File: config.mk
export PLATFORM = sky130hd
export DESIGN_NAME = mux_n_reg_flat
export DESIGN_NICKNAME = d
export VERILOG_FILES = /design/src/rtl/mux_n_reg_if.sv /design/src/rtl/mux_n_reg.sv /design/src/flat_wrapper.sv
export SDC_FILE = /design/constraint.sdc
export NUM_CORES = 1
export LEC_CHECK = 0
export CAP_MARGIN = 30
export CORE_UTILIZATION = 25
export DETAILED_ROUTE_END_ITERATION = 16
export GPL_TIMING_DRIVEN = 1
export PLACE_DENSITY = 0.66
export SLEW_MARGIN = 0
export SYNTH_ARGS = -nofsm -noshare
export SYNTH_HDL_FRONTEND = slang
export SYNTH_SLANG_ARGS = --single-unit
File: constraint.sdc
create_clock -name clk -period 3.9 [get_ports clk]
set_clock_uncertainty 0.1 [all_clocks]
set_input_delay 0.585 -clock clk [delete_from_list [all_inputs] [get_ports clk]]
set_output_delay 0.585 -clock clk [all_outputs]
set_load 0.02 [all_outputs]
File: src/rtl/mux_n_reg_if.sv
// Bundles the channel-side and output-side signals of mux_n_reg.
// No logic; the DUT takes the slave modport and the driver takes the master.
// Channel i of in_data lives at bits [i*FIXED_POINT +: FIXED_POINT].
interface mux_n_reg_if #(
    parameter int FIXED_POINT = 16,
    parameter int NUM_IN      = 4
);
    localparam int SEL_W = (NUM_IN > 2) ? $clog2(NUM_IN) : 1;

    logic [NUM_IN*FIXED_POINT-1:0] in_data;
    logic [NUM_IN-1:0]             in_valid;
    logic [NUM_IN-1:0]             in_ready;
    logic [SEL_W-1:0]              selection;
    logic [FIXED_POINT-1:0]        out_data;
    logic [SEL_W-1:0]              out_channel;
    logic                          out_valid;
    logic                          out_ready;

    // Source side: feeds the channels and the select, consumes the output.
    modport master (
        output in_data, in_valid, selection, out_ready,
        input  in_ready, out_data, out_channel, out_valid
    );

    // The mux/register itself.
    modport slave (
        input  in_data, in_valid, selection, out_ready,
        output in_ready, out_data, out_channel, out_valid
    );
endinterface

File: src/rtl/mux_n_reg.sv
// Purpose: select one of NUM_IN fixed-point channels (explicit select or round-robin) into a one-entry output register.
// Latency: one clock from input transfer to out_valid/out_data.
// Backpressure: while out_valid && !out_ready the word is held and every in_ready is low; drain+reload in one cycle gives full rate.
// Ports: clk, rst (sync, active-high); bus (slave modport): in_data/in_valid/in_ready per channel,
//        selection (MODE 0 only), out_data/out_channel/out_valid/out_ready.
module mux_n_reg #(
    parameter int FIXED_POINT = 16,
    parameter int NUM_IN      = 4,
    parameter int MODE        = 0
) (
    input logic         clk,
    input logic         rst,
    mux_n_reg_if.slave  bus
);
    localparam int SEL_W = (NUM_IN > 2) ? $clog2(NUM_IN) : 1;
    localparam int CW    = SEL_W + 1;

    logic [FIXED_POINT-1:0] data_q;
    logic [SEL_W-1:0]       chan_q;
    logic                   valid_q;
    logic [SEL_W-1:0]       ptr_q;

    logic                   load_en;
    logic                   gnt_vld;
    logic [SEL_W-1:0]       gnt_idx;
    logic [CW-1:0]          cand;
    logic [NUM_IN-1:0]      rdy;
    logic [FIXED_POINT-1:0] gnt_data;
    logic                   xfer;
    logic [SEL_W-1:0]       ptr_nxt;

    // Register may accept a word when empty or being drained this same cycle.
    assign load_en = !valid_q || bus.out_ready;

    // Grant selection. The extra bit on cand lets ptr+k be wrapped without overflow.
    always_comb begin
        gnt_vld = 1'b0;
        gnt_idx = '0;
        cand    = '0;
        if (MODE == 0) begin
            if ({1'b0, bus.selection} < CW'(NUM_IN)) begin
                gnt_vld = 1'b1;
                gnt_idx = bus.selection;
            end
        end else begin
            for (int k = 0; k < NUM_IN; k++) begin
                cand = {1'b0, ptr_q} + CW'(k);
                if (cand >= CW'(NUM_IN)) begin
                    cand = cand - CW'(NUM_IN);
                end
                if (!gnt_vld && bus.in_valid[cand[SEL_W-1:0]]) begin
                    gnt_vld = 1'b1;
                    gnt_idx = cand[SEL_W-1:0];
                end
            end
        end
    end

    // One-hot ready and the granted channel's word; reset forces ready low.
    always_comb begin
        rdy      = '0;
        gnt_data = '0;
        for (int i = 0; i < NUM_IN; i++) begin
            if (gnt_idx == SEL_W'(i)) begin
                rdy[i]   = gnt_vld && load_en && !rst;
                gnt_data = bus.in_data[i*FIXED_POINT +: FIXED_POINT];
            end
        end
    end

    assign xfer    = |(rdy & bus.in_valid);
    assign ptr_nxt = (gnt_idx == SEL_W'(NUM_IN - 1)) ? '0 : gnt_idx + SEL_W'(1);

    always_ff @(posedge clk) begin
        if (rst) begin
            data_q  <= '0;
            chan_q  <= '0;
            valid_q <= 1'b0;
            ptr_q   <= '0;
        end else begin
            if (xfer) begin
                data_q  <= gnt_data;
                chan_q  <= gnt_idx;
                valid_q <= 1'b1;
                if (MODE == 1) begin
                    ptr_q <= ptr_nxt;
                end
            end else if (bus.out_ready) begin
                // Drained (or already empty) with nothing new arriving.
                valid_q <= 1'b0;
            end
        end
    end

    assign bus.in_ready    = rdy;
    assign bus.out_data    = data_q;
    assign bus.out_channel = chan_q;
    assign bus.out_valid   = valid_q;
endmodule

File: src/flat_wrapper.sv
// flat-port wrapper written by rule: the top's interface ports become plain ports
module mux_n_reg_flat 
#(
    parameter int FIXED_POINT = 16,
    parameter int NUM_IN      = 4,
    parameter int MODE        = 0
)
  (clk, rst, bus_in_data, bus_in_valid, bus_selection, bus_out_ready, bus_in_ready, bus_out_data, bus_out_channel, bus_out_valid);
  mux_n_reg_if #(.FIXED_POINT(FIXED_POINT), .NUM_IN(NUM_IN)) bus_i ();
  input logic clk;
  input logic rst;
  input wire logic [$bits(bus_i.in_data)-1:0] bus_in_data;
  input wire logic [$bits(bus_i.in_valid)-1:0] bus_in_valid;
  input wire logic [$bits(bus_i.selection)-1:0] bus_selection;
  input wire logic [$bits(bus_i.out_ready)-1:0] bus_out_ready;
  output wire logic [$bits(bus_i.in_ready)-1:0] bus_in_ready;
  output wire logic [$bits(bus_i.out_data)-1:0] bus_out_data;
  output wire logic [$bits(bus_i.out_channel)-1:0] bus_out_channel;
  output wire logic [$bits(bus_i.out_valid)-1:0] bus_out_valid;
  assign bus_i.in_data = bus_in_data;
  assign bus_i.in_valid = bus_in_valid;
  assign bus_i.selection = bus_selection;
  assign bus_i.out_ready = bus_out_ready;
  assign bus_in_ready = bus_i.in_ready;
  assign bus_out_data = bus_i.out_data;
  assign bus_out_channel = bus_i.out_channel;
  assign bus_out_valid = bus_i.out_valid;
  mux_n_reg #(.FIXED_POINT(FIXED_POINT), .NUM_IN(NUM_IN), .MODE(MODE)) u_core (.clk(clk), .rst(rst), .bus(bus_i));
endmodule
==> summary.md <==
| Metric | Value |
|---|---|
| Status | completed |
| PwrDens | ~260 nW/um^2 |
| Antenna Cells | 0 |
| Area growth syn-to-layout | 79.7% |
| Initial DRC Count | 54 |
| IO Pins | 96 |
| Initial antenna violation count | 0 |
| Final Setup Violations | 0 |
| Remaining antenna violation count | 0 |
| WL final | about 3800 microns |
| Remaining DRCs | 0 |
| Die Ht | ~73 microns |
| Register bit total from synthesis | 19 |
| Initial core utilization | 26.3% |
| Tcrit/Tclk final | around 77% |
| Post-synth EDFFs | 0 |
| Remaining global-route overflow | 0 |
| Vias/cell | roughly 4.7 |
| Num CTS Buffers | 3 |
| Vias | around 1,300 |
| CP Launch Type | input pin |
| Syn_nets | just under 200 |
| Clock Tree Buf Depth | 2 |
| CP most frequent cell | clkdlybuf4s50_1 |
| Crit path DAT | approximately 2300 ps |
| YS warnings | 0 |
| CTS tree | built |
| Vias in the first global route | 1,367 |
| Normalized max-slew margin | between 50 and 60% |
| Count of pins over their slew limit | 0 |
| Synth unique cells | 25 |
| CP endpoint kind | output port |
| Pre-antenna DRT Iters | 4 |
| R2r setup slk | ~1900 ps |
| Buffers on Ports | 95 |
| # nets final | 284 |
| Clk pin slew, worst setup/hold paths | roughly 70 ps |
| Most instantiated cells after synthesis | dfxtp_1, a21oi_1, o21ai_1, mux4_2, nand3_1 |
| Tightest Hold Check Type | reg -> reg |
| Total track usage | between 10% and 20% |
| Share of cells above drive strength 1 | 14.3% |
| Post-synth ARST share | 0% |
| Top-area cell type share of the netlist area | a little under a third |
| Max FO, Critical Path | 14 |
| Post-DP Area | 2220 sq um |
| Largest net degree at the start of global routing | 25 |
| Fmax achieved | roughly 0.34 GHz |
| Largest stage delay on the critical path | about 670 ps |
| Fin util | 47.3% |
| RSZ-0062 raised after global routing | no |
| Cells after Synth | around 120 |
| Post-Syn Area | around 1300 sq um |
| CTS root buffer | clkbuf_8 |
| Postcts setup bufs | 0 |
| Minimum clock period | roughly 3000 ps |
| Cell taking the most area after synthesis | dfxtp_1 |
| Post-synthesis sequential area ratio | 30.2% |
| Tot Pwr | between 0.0005 and 0.0006 W |
| Die X | about 73 microns |
| Leakage | between 0.7 and 0.8 nW |
| Slowest-stage cell, CP | clkdlybuf4s50_1 |
| Slew @ Worst Pin | around 680 ps |
| Fin. Hold Viols | 0 |
| Routed len/inst | 13.7 microns |
| Non-Filler Instances | ~280 |
| Setup TNS | 0 ps |
| Placer Congestion | 0.694 |
| Core ar. | 4790 sq um |
| Top cells by area, synth | dfxtp_1, mux4_2, a21oi_1 |
| Die ar. | between 5000 and 6000 sq um |
| Worst-Skew Late Latency | 250 ps |
| CTS sink count | 19 |
| Crit path cell chain | clkdlybuf4s50_1 -> nor4b_1 -> clkdlybuf4s50_1 |
| Row count | 25 |
| Fin area | approximately 2300 sq um |
| H-Tree Level Count | 1 |
| Dpl cells | 273 |
| # fillers | 461 |
| Most frequent cell after synthesis | dfxtp_1 |
| Hold buffers post-CTS | 0 |
| Ys flop type | dfxtp_1 |
| First-pass GRT wire length | between 6000 and 7000 microns |
| HPWL Detailed | 2970 microns |
| Required @ worst endpoint | roughly 3200 ps |
| Critical path class | in -> out |
| Max VDD drop | 0.000115 V |
| CTS-repair resized insts | 0 |
| Max-Cap Viols | 0 |
| Syn avg cell area | 10.3 sq um |
stage by stage:
stage	setup WS (ps)	hold WS, ps
2_1_floorplan	1370	443
3_3_place_gp	934	350
3_5_place_dp	927	354
4_1_cts	913	365
5_1_grt	808	391
6_report	915	361
layout by cell type, fill, tap and decap left out, types with 2 or more instances in the layout:
cell type / count
a21oi_1: 18
buf_4: 4
clkbuf_8: 3
clkdlybuf4s50_1: 94
dfxtp_1: 19
mux2i_1: 2
mux4_2: 16
nand3_1: 16
nor2_1: 2
nor4_1: 2
nor4b_1: 2
o21ai_1: 18
layer usage:
| layer | global-route usage [%] | part of all wire (%) | wire length [microns] |
|---|---|---|---|
| met3 | 4.70 | 8.7 | 330 |
| met4 | 3.49 | 0.32 | 12 |
| met1 | 17.7 | 41 | 1540 |
| met5 | 0 | 0 | 0 |
| met2 | 27.0 | 50 | 1910 |
state kept, by name (all words and copies together), names as in the netlist:
signal,cells
u_core.bus.out_valid,1
u_core.bus.out_data,16
u_core.bus.out_channel,2
worst max-delay path, delay by kind of cell:
kind                   cells  cell delay, ps
AND/OR/NAND/NOR            1             390
buffers and inverters      2            1330
power by group:
part	leakage, nW	switching [W]	total [W]	internal [W]
Sequential	0.156	0.00000837	0.000219	0.000211
Combinational	0.597	0.0000894	0.000229	0.000140
Clock	0.0228	0.0000617	0.000134	0.0000724
final timing paths:
kind / startpoint / to / cells past startpoint
max: rst / bus_in_ready[2] / 3
min reg2reg: u_core.bus.out_data[1] / u_core.bus.out_data[1] / 2
min: u_core.bus.out_data[1] / u_core.bus.out_data[1] / 2
max reg2reg: u_core.bus.out_valid / u_core.bus.out_data[11] / 4
cell type report:
class | count | area, sq um | share of cell area, %
clock buffer | 4 | 45.0 | 1.99
timing repair buffer | 99 | 976 | 43.1
tap | 67 | 83.8 | 3.70
inverter | 1 | 3.75 | 0.166
sequential | 19 | 380 | 16.8
multi-input combinational | 87 | 776 | 34.3
cells by family after synthesis:
kind of cell / count (synthesis) / share of synthesized area (%)
and+or+nand+nor: 29 / 13.7
DFF: 19 / 30.2
AOI/OAI and AO/OA: 38 / 15.4
buffers and inverters: 16 / 8.24
muxes: 20 / 32.5
Power figures use the tool's default switching activity.
